**src/rtl/buzzer_pkg.sv**
```systemverilog
// -----------------------------------------------------------------------------
// buzzer_pkg
// Shared types and the pattern table for the buzzer sequencer.
//   state_e    : sequencer states (IDLE / ON / OFF)
//   pattern_t  : 2-bit pattern index
//   pat_*()    : pattern table lookups (on ticks, off ticks, beeps, repeat)
// -----------------------------------------------------------------------------
package buzzer_pkg;

    localparam int TICK_W = 10;  // phase lengths up to 1000 ticks
    localparam int BEEP_W = 2;   // beep counter width

    typedef enum logic [1:0] {
        IDLE = 2'd0,
        ON   = 2'd1,
        OFF  = 2'd2
    } state_e;

    typedef logic [1:0] pattern_t;

    // Length of the ON phase, in ticks.
    function automatic logic [TICK_W-1:0] pat_on_ticks(input pattern_t p);
        logic [TICK_W-1:0] r;
        case (p)
            2'd0:    r = 10'd200;
            2'd1:    r = 10'd100;
            2'd2:    r = 10'd500;
            2'd3:    r = 10'd1000;
            default: r = 10'd200;
        endcase
        return r;
    endfunction

    // Length of the OFF phase, in ticks.
    function automatic logic [TICK_W-1:0] pat_off_ticks(input pattern_t p);
        logic [TICK_W-1:0] r;
        case (p)
            2'd0:    r = 10'd0;
            2'd1:    r = 10'd100;
            2'd2:    r = 10'd500;
            2'd3:    r = 10'd0;
            default: r = 10'd0;
        endcase
        return r;
    endfunction

    // Number of beeps for finite patterns.
    function automatic logic [BEEP_W-1:0] pat_beeps(input pattern_t p);
        logic [BEEP_W-1:0] r;
        case (p)
            2'd0:    r = 2'd1;
            2'd1:    r = 2'd3;
            2'd2:    r = 2'd0;
            2'd3:    r = 2'd1;
            default: r = 2'd1;
        endcase
        return r;
    endfunction

    // Pattern repeats until stopped.
    function automatic logic pat_repeat(input pattern_t p);
        logic r;
        case (p)
            2'd2:    r = 1'b1;
            default: r = 1'b0;
        endcase
        return r;
    endfunction

endpackage

```
**src/rtl/tick_gen.sv**
```systemverilog
// -----------------------------------------------------------------------------
// tick_gen
// Prescaler: counts 0..DIV-1 and raises tick for one cycle at terminal count.
//   clk   : system clock
//   rst_n : asynchronous active-low reset
//   clr   : synchronous clear, restarts the count from 0
//   tick  : one-cycle pulse when the count is DIV-1
// -----------------------------------------------------------------------------
module tick_gen #(
    parameter int DIV = 100_000
) (
    input  logic clk,
    input  logic rst_n,
    input  logic clr,
    output logic tick
);

    localparam int CNT_W = (DIV > 1) ? $clog2(DIV) : 1;
    localparam logic [CNT_W-1:0] TERM = CNT_W'(DIV - 1);

    logic [CNT_W-1:0] cnt_r;

    // Prescaler count register, wraps at terminal count.
    always_ff @(posedge clk or negedge rst_n) begin
        if (!rst_n) begin
            cnt_r <= '0;
        end else if (clr) begin
            cnt_r <= '0;
        end else if (cnt_r == TERM) begin
            cnt_r <= '0;
        end else begin
            cnt_r <= cnt_r + CNT_W'(1);
        end
    end

    assign tick = (cnt_r == TERM);

endmodule

```
**src/rtl/buzzer_sequencer.sv**
```systemverilog
// -----------------------------------------------------------------------------
// buzzer_sequencer
// Plays one of four beep patterns by sequencing a registered buzzer enable.
//   clk         : system clock, rising edge
//   rst_n       : asynchronous active-low reset
//   start       : play request, only honoured in IDLE (stop has priority)
//   pattern_sel : pattern index, latched on an accepted start
//   stop        : abort the current pattern, no done pulse
//   buzzer_on   : registered enable, high exactly while in ON
//   busy        : high whenever not IDLE
//   done        : one-cycle pulse on natural completion
// -----------------------------------------------------------------------------
module buzzer_sequencer
    import buzzer_pkg::*;
#(
    parameter int CLK_HZ  = 100_000_000,
    parameter int TICK_HZ = 1000
) (
    input  logic       clk,
    input  logic       rst_n,
    input  logic       start,
    input  logic [1:0] pattern_sel,
    input  logic       stop,
    output logic       buzzer_on,
    output logic       busy,
    output logic       done
);

    localparam int DIV = CLK_HZ / TICK_HZ;

    state_e              state_r, state_next_s;
    pattern_t            pat_r, pat_next_s;
    logic [TICK_W-1:0]   tick_cnt_r, tick_cnt_next_s;
    logic [BEEP_W-1:0]   beep_cnt_r, beep_cnt_next_s;
    logic [TICK_W-1:0]   phase_ticks_s;
    logic                phase_end_s;
    logic                presc_clr_s;
    logic                tick_s;
    logic                done_next_s;
    logic                buzzer_on_r, busy_r, done_r;

    tick_gen #(.DIV(DIV)) u_tick_gen (
        .clk   (clk),
        .rst_n (rst_n),
        .clr   (presc_clr_s),
        .tick  (tick_s)
    );

    // Next-state, counter updates and prescaler clear.
    always_comb begin
        state_next_s    = state_r;
        pat_next_s      = pat_r;
        tick_cnt_next_s = tick_cnt_r;
        beep_cnt_next_s = beep_cnt_r;
        presc_clr_s     = 1'b0;
        done_next_s     = 1'b0;

        if (state_r == OFF) begin
            phase_ticks_s = pat_off_ticks(pat_r);
        end else begin
            phase_ticks_s = pat_on_ticks(pat_r);
        end
        // The final tick of a phase arrives while the counter holds ticks-1.
        phase_end_s = tick_s && (tick_cnt_r == (phase_ticks_s - 10'd1));

        case (state_r)
            IDLE: begin
                if (start && !stop) begin
                    state_next_s    = ON;
                    pat_next_s      = pattern_sel;
                    beep_cnt_next_s = pat_beeps(pattern_sel);
                    tick_cnt_next_s = '0;
                    presc_clr_s     = 1'b1;
                end else begin
                    state_next_s = IDLE;
                end
            end
            ON: begin
                if (stop) begin
                    state_next_s    = IDLE;
                    tick_cnt_next_s = '0;
                    beep_cnt_next_s = '0;
                    presc_clr_s     = 1'b1;
                end else if (phase_end_s) begin
                    tick_cnt_next_s = '0;
                    presc_clr_s     = 1'b1;
                    if (pat_repeat(pat_r)) begin
                        state_next_s = OFF;
                    end else if (beep_cnt_r == 2'd1) begin
                        // Last beep: finish without a trailing OFF phase.
                        state_next_s    = IDLE;
                        beep_cnt_next_s = '0;
                        done_next_s     = 1'b1;
                    end else begin
                        state_next_s    = OFF;
                        beep_cnt_next_s = beep_cnt_r - 2'd1;
                    end
                end else if (tick_s) begin
                    tick_cnt_next_s = tick_cnt_r + 10'd1;
                end else begin
                    tick_cnt_next_s = tick_cnt_r;
                end
            end
            OFF: begin
                if (stop) begin
                    state_next_s    = IDLE;
                    tick_cnt_next_s = '0;
                    beep_cnt_next_s = '0;
                    presc_clr_s     = 1'b1;
                end else if (phase_end_s) begin
                    state_next_s    = ON;
                    tick_cnt_next_s = '0;
                    presc_clr_s     = 1'b1;
                end else if (tick_s) begin
                    tick_cnt_next_s = tick_cnt_r + 10'd1;
                end else begin
                    tick_cnt_next_s = tick_cnt_r;
                end
            end
            default: begin
                state_next_s    = IDLE;
                tick_cnt_next_s = '0;
                beep_cnt_next_s = '0;
                presc_clr_s     = 1'b1;
            end
        endcase
    end

    // State, counters and registered outputs.
    always_ff @(posedge clk or negedge rst_n) begin
        if (!rst_n) begin
            state_r     <= IDLE;
            pat_r       <= '0;
            tick_cnt_r  <= '0;
            beep_cnt_r  <= '0;
            buzzer_on_r <= 1'b0;
            busy_r      <= 1'b0;
            done_r      <= 1'b0;
        end else begin
            state_r     <= state_next_s;
            pat_r       <= pat_next_s;
            tick_cnt_r  <= tick_cnt_next_s;
            beep_cnt_r  <= beep_cnt_next_s;
            buzzer_on_r <= (state_next_s == ON);
            busy_r      <= (state_next_s != IDLE);
            done_r      <= done_next_s;
        end
    end

    assign buzzer_on = buzzer_on_r;
    assign busy      = busy_r;
    assign done      = done_r;

endmodule

```
**config.mk**
```make
export PLATFORM = sky130hd
export DESIGN_NAME = buzzer_sequencer
export DESIGN_NICKNAME = d
export VERILOG_FILES = /design/src/rtl/buzzer_pkg.sv /design/src/rtl/tick_gen.sv /design/src/rtl/buzzer_sequencer.sv
export SDC_FILE = /design/constraint.sdc
export NUM_CORES = 1
export LEC_CHECK = 0
export ABC_CLOCK_PERIOD_IN_PS = 2540
export CELL_PAD_IN_SITES_DETAIL_PLACEMENT = 2
export CELL_PAD_IN_SITES_GLOBAL_PLACEMENT = 2
export CORE_ASPECT_RATIO = 1.25
export CORE_UTILIZATION = 35
export CTS_BUF_LIST = sky130_fd_sc_hd__clkbuf_4 sky130_fd_sc_hd__clkbuf_8 sky130_fd_sc_hd__clkbuf_16
export DETAILED_ROUTE_END_ITERATION = 8
export PLACE_DENSITY = 0.88
export SETUP_SLACK_MARGIN = 0.5
export SLEW_MARGIN = 0
export SYNTH_ARGS = -nofsm -noshare
export SYNTH_HDL_FRONTEND = slang
export SYNTH_SLANG_ARGS = --single-unit
export TNS_END_PERCENT = 50
```
**constraint.sdc**
```tcl
create_clock -name clk -period 2.54 [get_ports clk]
set_input_delay 0.381 -clock clk [delete_from_list [all_inputs] [get_ports clk]]
set_output_delay 0.381 -clock clk [all_outputs]
set_load 0.02 [all_outputs]
```
# Word level (Yosys, flattened, before mapping)
# Cells that the tools add are included.
[totals]
regBits = 36
[classes]
n_reduce_logical = 13
addsub = 4
n_mux = 39
n_eq_ne = 17
[ops]
columns = ["op", "n"]
rows = [
  ["$mux 10", 5],
  ["$pmux 10 s4", 1],
  ["$mux 17", 2],
  ["$pmux 10 s3", 1],
  ["$mux 2", 12],
  ["$pmux 10 s2", 1],
  ["$pmux 2 s3", 3],
  ["$add 17x1->17 const B", 1],
  ["$eq 17x17->1 const B", 1],
  ["$mux 1", 13],
  ["$add 10x1->10 const B", 1],
  ["$eq 10x10->1", 1],
  ["$eq 2x1->1 const B", 5],
  ["$eq 2x2->1 const B", 5],
  ["$sub 10x1->10 const B", 1],
  ["$logic_not 2->1", 3],
  ["$ne 3x3->1 const B", 2],
  ["$reduce_or 2->1", 3],
  ["$ne 2x2->1 const B", 2],
  ["$ne 4x1->1 const B", 1],
  ["$reduce_and 2->1", 2],
  ["$reduce_and 4->1", 1],
  ["$logic_and 1x1->1", 2],
  ["$pmux 1 s2", 1],
  ["3 further kinds", 3],
]

# Logic depth before layout (Yosys ltp)
[logic_depth]
word_depth = 15
ltp_mapped = 13
depth_no_buf = 12

# By module
# Synthesis repeated with hierarchy kept, for this count alone.
[hier_totals]
cells_unflattened = 235
area_unflattened_um2 = 2309.7
[modules_own_cells]
columns = ["module", "cells_per_inst", "instances", "seq_area_each_um2", "area_per_inst_um2"]
rows = [
  ["buzzer_sequencer", 148, 1, 475.5, 1427.6],
  ["tick_gen", 87, 1, 425.4, 882.1],
]

# Least setup slack after synthesis
# No wires, ideal clock.
[synth_timing]
path_kind = "register to register"
from = "reg pat_r[0]"
to = "reg beep_cnt_r[1]"
path_stages_with_launch = 13
period_less_slack_ns = 2.798
n_path_buf = 0
arrival_ns = 2.678
required_ns = 2.420
slack_ns = -0.258
cell_sequence = "dfrtp_1 > inv_1 > ha_1 > inv_1 > nand2_1 > inv_1 > fa_1 > xnor2_1 > nand3_1 > nor3_4 > nand4_4 > or4_1 > and3_1"
[synth_between]
elab_chain_cells = 9
[synth_lines]
columns = ["element", "line_no", "source"]
rows = [
  ["start, declared", "buzzer_sequencer.sv:32", "pattern_t pat_r, pat_next_s;"],
  ["start signal, assigned", "buzzer_sequencer.sv:141", "pat_r <= pat_next_s;"],
  ["$eq 2x2->1 or $logic_not 2->1 (tied branches)", "buzzer_pkg.sv:24, buzzer_pkg.sv:37", ""],
  ["$reduce_or 2->1 (no source line)", "-", ""],
  ["$pmux 10 s3", "buzzer_pkg.sv:37", "case (p)"],
  ["$mux 10", "buzzer_sequencer.sv:58", "if (state_r == OFF) begin"],
  ["$sub 10x1->10", "buzzer_sequencer.sv:64", "phase_end_s = tick_s && (tick_cnt_r == (phase_ticks_s - 10'd1));"],
  ["$eq 10x10->1", "buzzer_sequencer.sv:64", ""],
  ["$logic_and 1x1->1", "buzzer_sequencer.sv:64", ""],
  ["$ne 3x3->1 (no source line)", "-", ""],
  ["$reduce_and 4->1 (no source line) *", "-", ""],
  ["end signal, assigned", "buzzer_sequencer.sv:143", "beep_cnt_r <= beep_cnt_next_s;"],
  ["end, declared", "buzzer_sequencer.sv:34", "logic [BEEP_W-1:0] beep_cnt_r, beep_cnt_next_s;"],
]
# Mark *: on every way between the ends. The rest lies on a longest branch, timed or not. The select of a mux whose other input is x is not followed.
# A chain may end at the register's enable or synchronous reset.

# Final worst setup path
[layout_timing]
from = "reg pat_r[1]"
to = "reg beep_cnt_r[1]"
# The elaborated chain is that of the path after synthesis.

==> impl_metrics.toml <==
[run_status]
outcome = "complete, but fails checks"
violations = "negative setup slack"

[layout]
final_cell_mix = "dfrtp_1 (36), nor2_1 (32), nand2_1 (23), buf_4 (23), xor2_1 (18)"
drive_above_1_share = 0.207
fin_nets = 300
area.growth.synth_to_final_pct = 23.6
antenna_cells = 0
layout_commonest_cell = "dfrtp_1"
fin_util = 0.448

[drt]
drtAntennaViolNets = 0
wl_um = 6790
via_per_inst = 5.23
firstDrtPassIters = 4
vias = 1908
drtIter0Drc = 52
drc_errors = 0
wire_per_inst_um = 18.6

[sta]
period_share = 1.05
slew-limit-headroom = 0.438
whs_ns = 0.181
worst_slew_pin_slew_ns = 0.842
hold_viol = 0
min_period_ns = 2.67
setup_ws_ns = -0.132
setup_viol = 17
maxSlewViolCount = 0
fmax_ghz = 0.374
skew_ns = 0.0122
rsz0062_at_grt = "yes"

[clock_network]
clock_latency_ns = 0.30
path_clk_slew_ns = 0.08
numCtsBuffers = 5
clockBufferDepth = 2
clock-sinks = 36
cts_tree = "yes"
clockRootBuffer = "clkbuf_8"
hold_buffers = 0
htreeDepth = 2

[die]
start_util = 0.363
die_y_um = 91.7
top_level_ports = 9
die_w_um = 73.8
core_um2 = 6210
row_count = 32
dieArea_um2 = 6760

[worst_setup_path]
required_ns = 2.74
cp-startpoint = "pat_r[1]"
r2r_start = "pat_r[1]"
r2r_end = "beep_cnt_r[1]"
crit_arrival_ns = 2.87
worstSetupEndpoint = "beep_cnt_r[1]"
crit_path_start_kind = "flop"
reg2reg_slack_ns = -0.13
end_kind = "flop"
critPathMaxFanout = 2
crit_type = "reg2reg"
rr_worst_depth = 12

[placement]
globalplace.congestion = 0.785
hpwlAfterDp_um = 4680
portBuffers = 8
post-place-ws_ns = -0.256

[logic_synthesis]
ys_ff_latch = 36
yosysTopAreaCell = "dfrtp_1"
yosysSeqAreaShare = 0.400
synth_top_area_frac = 0.400
ys_warn_count = 0
synthFlopType = "dfrtp_1"
async_flop_share = 1.00
syn_area_um2 = 2250
ys_types = 36
syn-num-nets = 265
synth_edf_count = 0
syn_inst = 244
synth_area_leaders = "dfrtp_1 (40%), ha_1 (7.8%), xor2_1 (7.0%), nor2_1 (5.5%), xnor2_1 (4.7%)"
syn_area_per_cell_um2 = 9.23

[worst_hold_path]
hold_class = "in2async"

[global_route]
grt_util_all_layers = 0.222
grt_start_max_net_pins = 37
grt_pass1_vias = 2243
grt_remaining_overflow = 0
grt_pass1_wl_um = 11300
antenna_found_initial = 0

[pwr]
ir_drop_mv = 0.306
powerDensity_nw_per_um2 = 541
p_leak_uw = 0.00126
total_power_uw = 1510

[run]
maxCapViolations = 0
critical path: stages (launching register included):
cell and delay [ns]:
dfrtp_1 0.37, inv_2 0.06, ha_4 0.27, inv_2 0.04, nand2_2 0.07, inv_2 0.04
fa_1 0.48, xnor2_2 0.18, nand3_2 0.10, nor3_4 0.15, nand4_4 0.13, or4_4 0.53
and3_1 0.15
report_power, final:
part / leakage [µW] / internal (µW) / switching (µW)
combinational: 0.000722 / 179 / 218
sequential: 0.000488 / 610 / 35.1
clock: 0.0000523 / 243 / 221
cell families after synthesis:
group	count (synthesis)	share of synthesized area
buf+inv	15	0.0256
xor+xnor	30	0.117
flops	36	0.400
simple gates	121	0.293
fa+ha+maj	15	0.0867
compound gates	23	0.0606
mux	4	0.0178
cell type report:
| type | instances | area (µm²) |
|---|---|---|
| Clock buffer | 8 | 97.6 |
| Fill cell | 681 | 3420 |
| Inverter | 11 | 41.3 |
| Multi-Input combinational cell | 193 | 1380 |
| Sequential cell | 36 | 901 |
| Tap cell | 85 | 106 |
| Timing Repair Buffer | 32 | 259 |
worst min path at each step:
stage | start | end | cells past startpoint
3_3_place_gp | u_tick_gen.cnt_r[0] | u_tick_gen.cnt_r[0] | 1
6_report | rst_n | beep_cnt_r[1] | 1
5_1_grt | rst_n | pat_r[1] | 1
4_1_cts | rst_n | tick_cnt_r[7] | 1
2_1_floorplan | rst_n | beep_cnt_r[0] | 0
3_5_place_dp | tick_cnt_r[1] | tick_cnt_r[1] | 2
what timing repair did:
action	in CTS	in global routing
setup buffers	4	0
gates cloned	0	0
gates resized for setup	4	8
pin swaps	2	2
setup endpoints to repair	25	32
registers in the layout (all words and copies together) (netlist names):
signal	flops
beep_cnt_r	2
tick_cnt_r	10
done	1
buzzer_on	1
u_tick_gen.cnt_r	17
state_r	2
pat_r	2
busy	1
metal layers:
layer,track usage,part of all wire,vias to the layer above
met5,0,0,-
li1,-,-,900
met4,0.109,0.034,0
met3,0.0352,0.017,18
met2,0.414,0.56,21
met1,0.234,0.39,969
synthesized netlist by cell type (all sizes together) (2+ instances only):
master,count
xor2,18
dfrtp,36
and3,7
o21ai,7
nor2,33
nor2b,8
nor3,14
nand2,24
or2,2
mux2i,4
nand2b,4
and4,2
o22ai,2
clkbuf,3
a21oi,8
a21boi,2
ha,14
xnor2,12
inv,11
nand4,9
and4bb,2
nand3,13
per-stage QoR:
step	std cells	instance area, µm²	setup TNS, ns
6_report	365	2780	-0.944
5_1_grt	365	2780	-3.39
3_5_place_dp	353	2600	-2.51
2_1_floorplan	244	2280	-0.171
3_3_place_gp	353	2600	-0.0168
4_1_cts	365	2740	-1.94
Note: power is estimated with default switching activity, not from simulation.
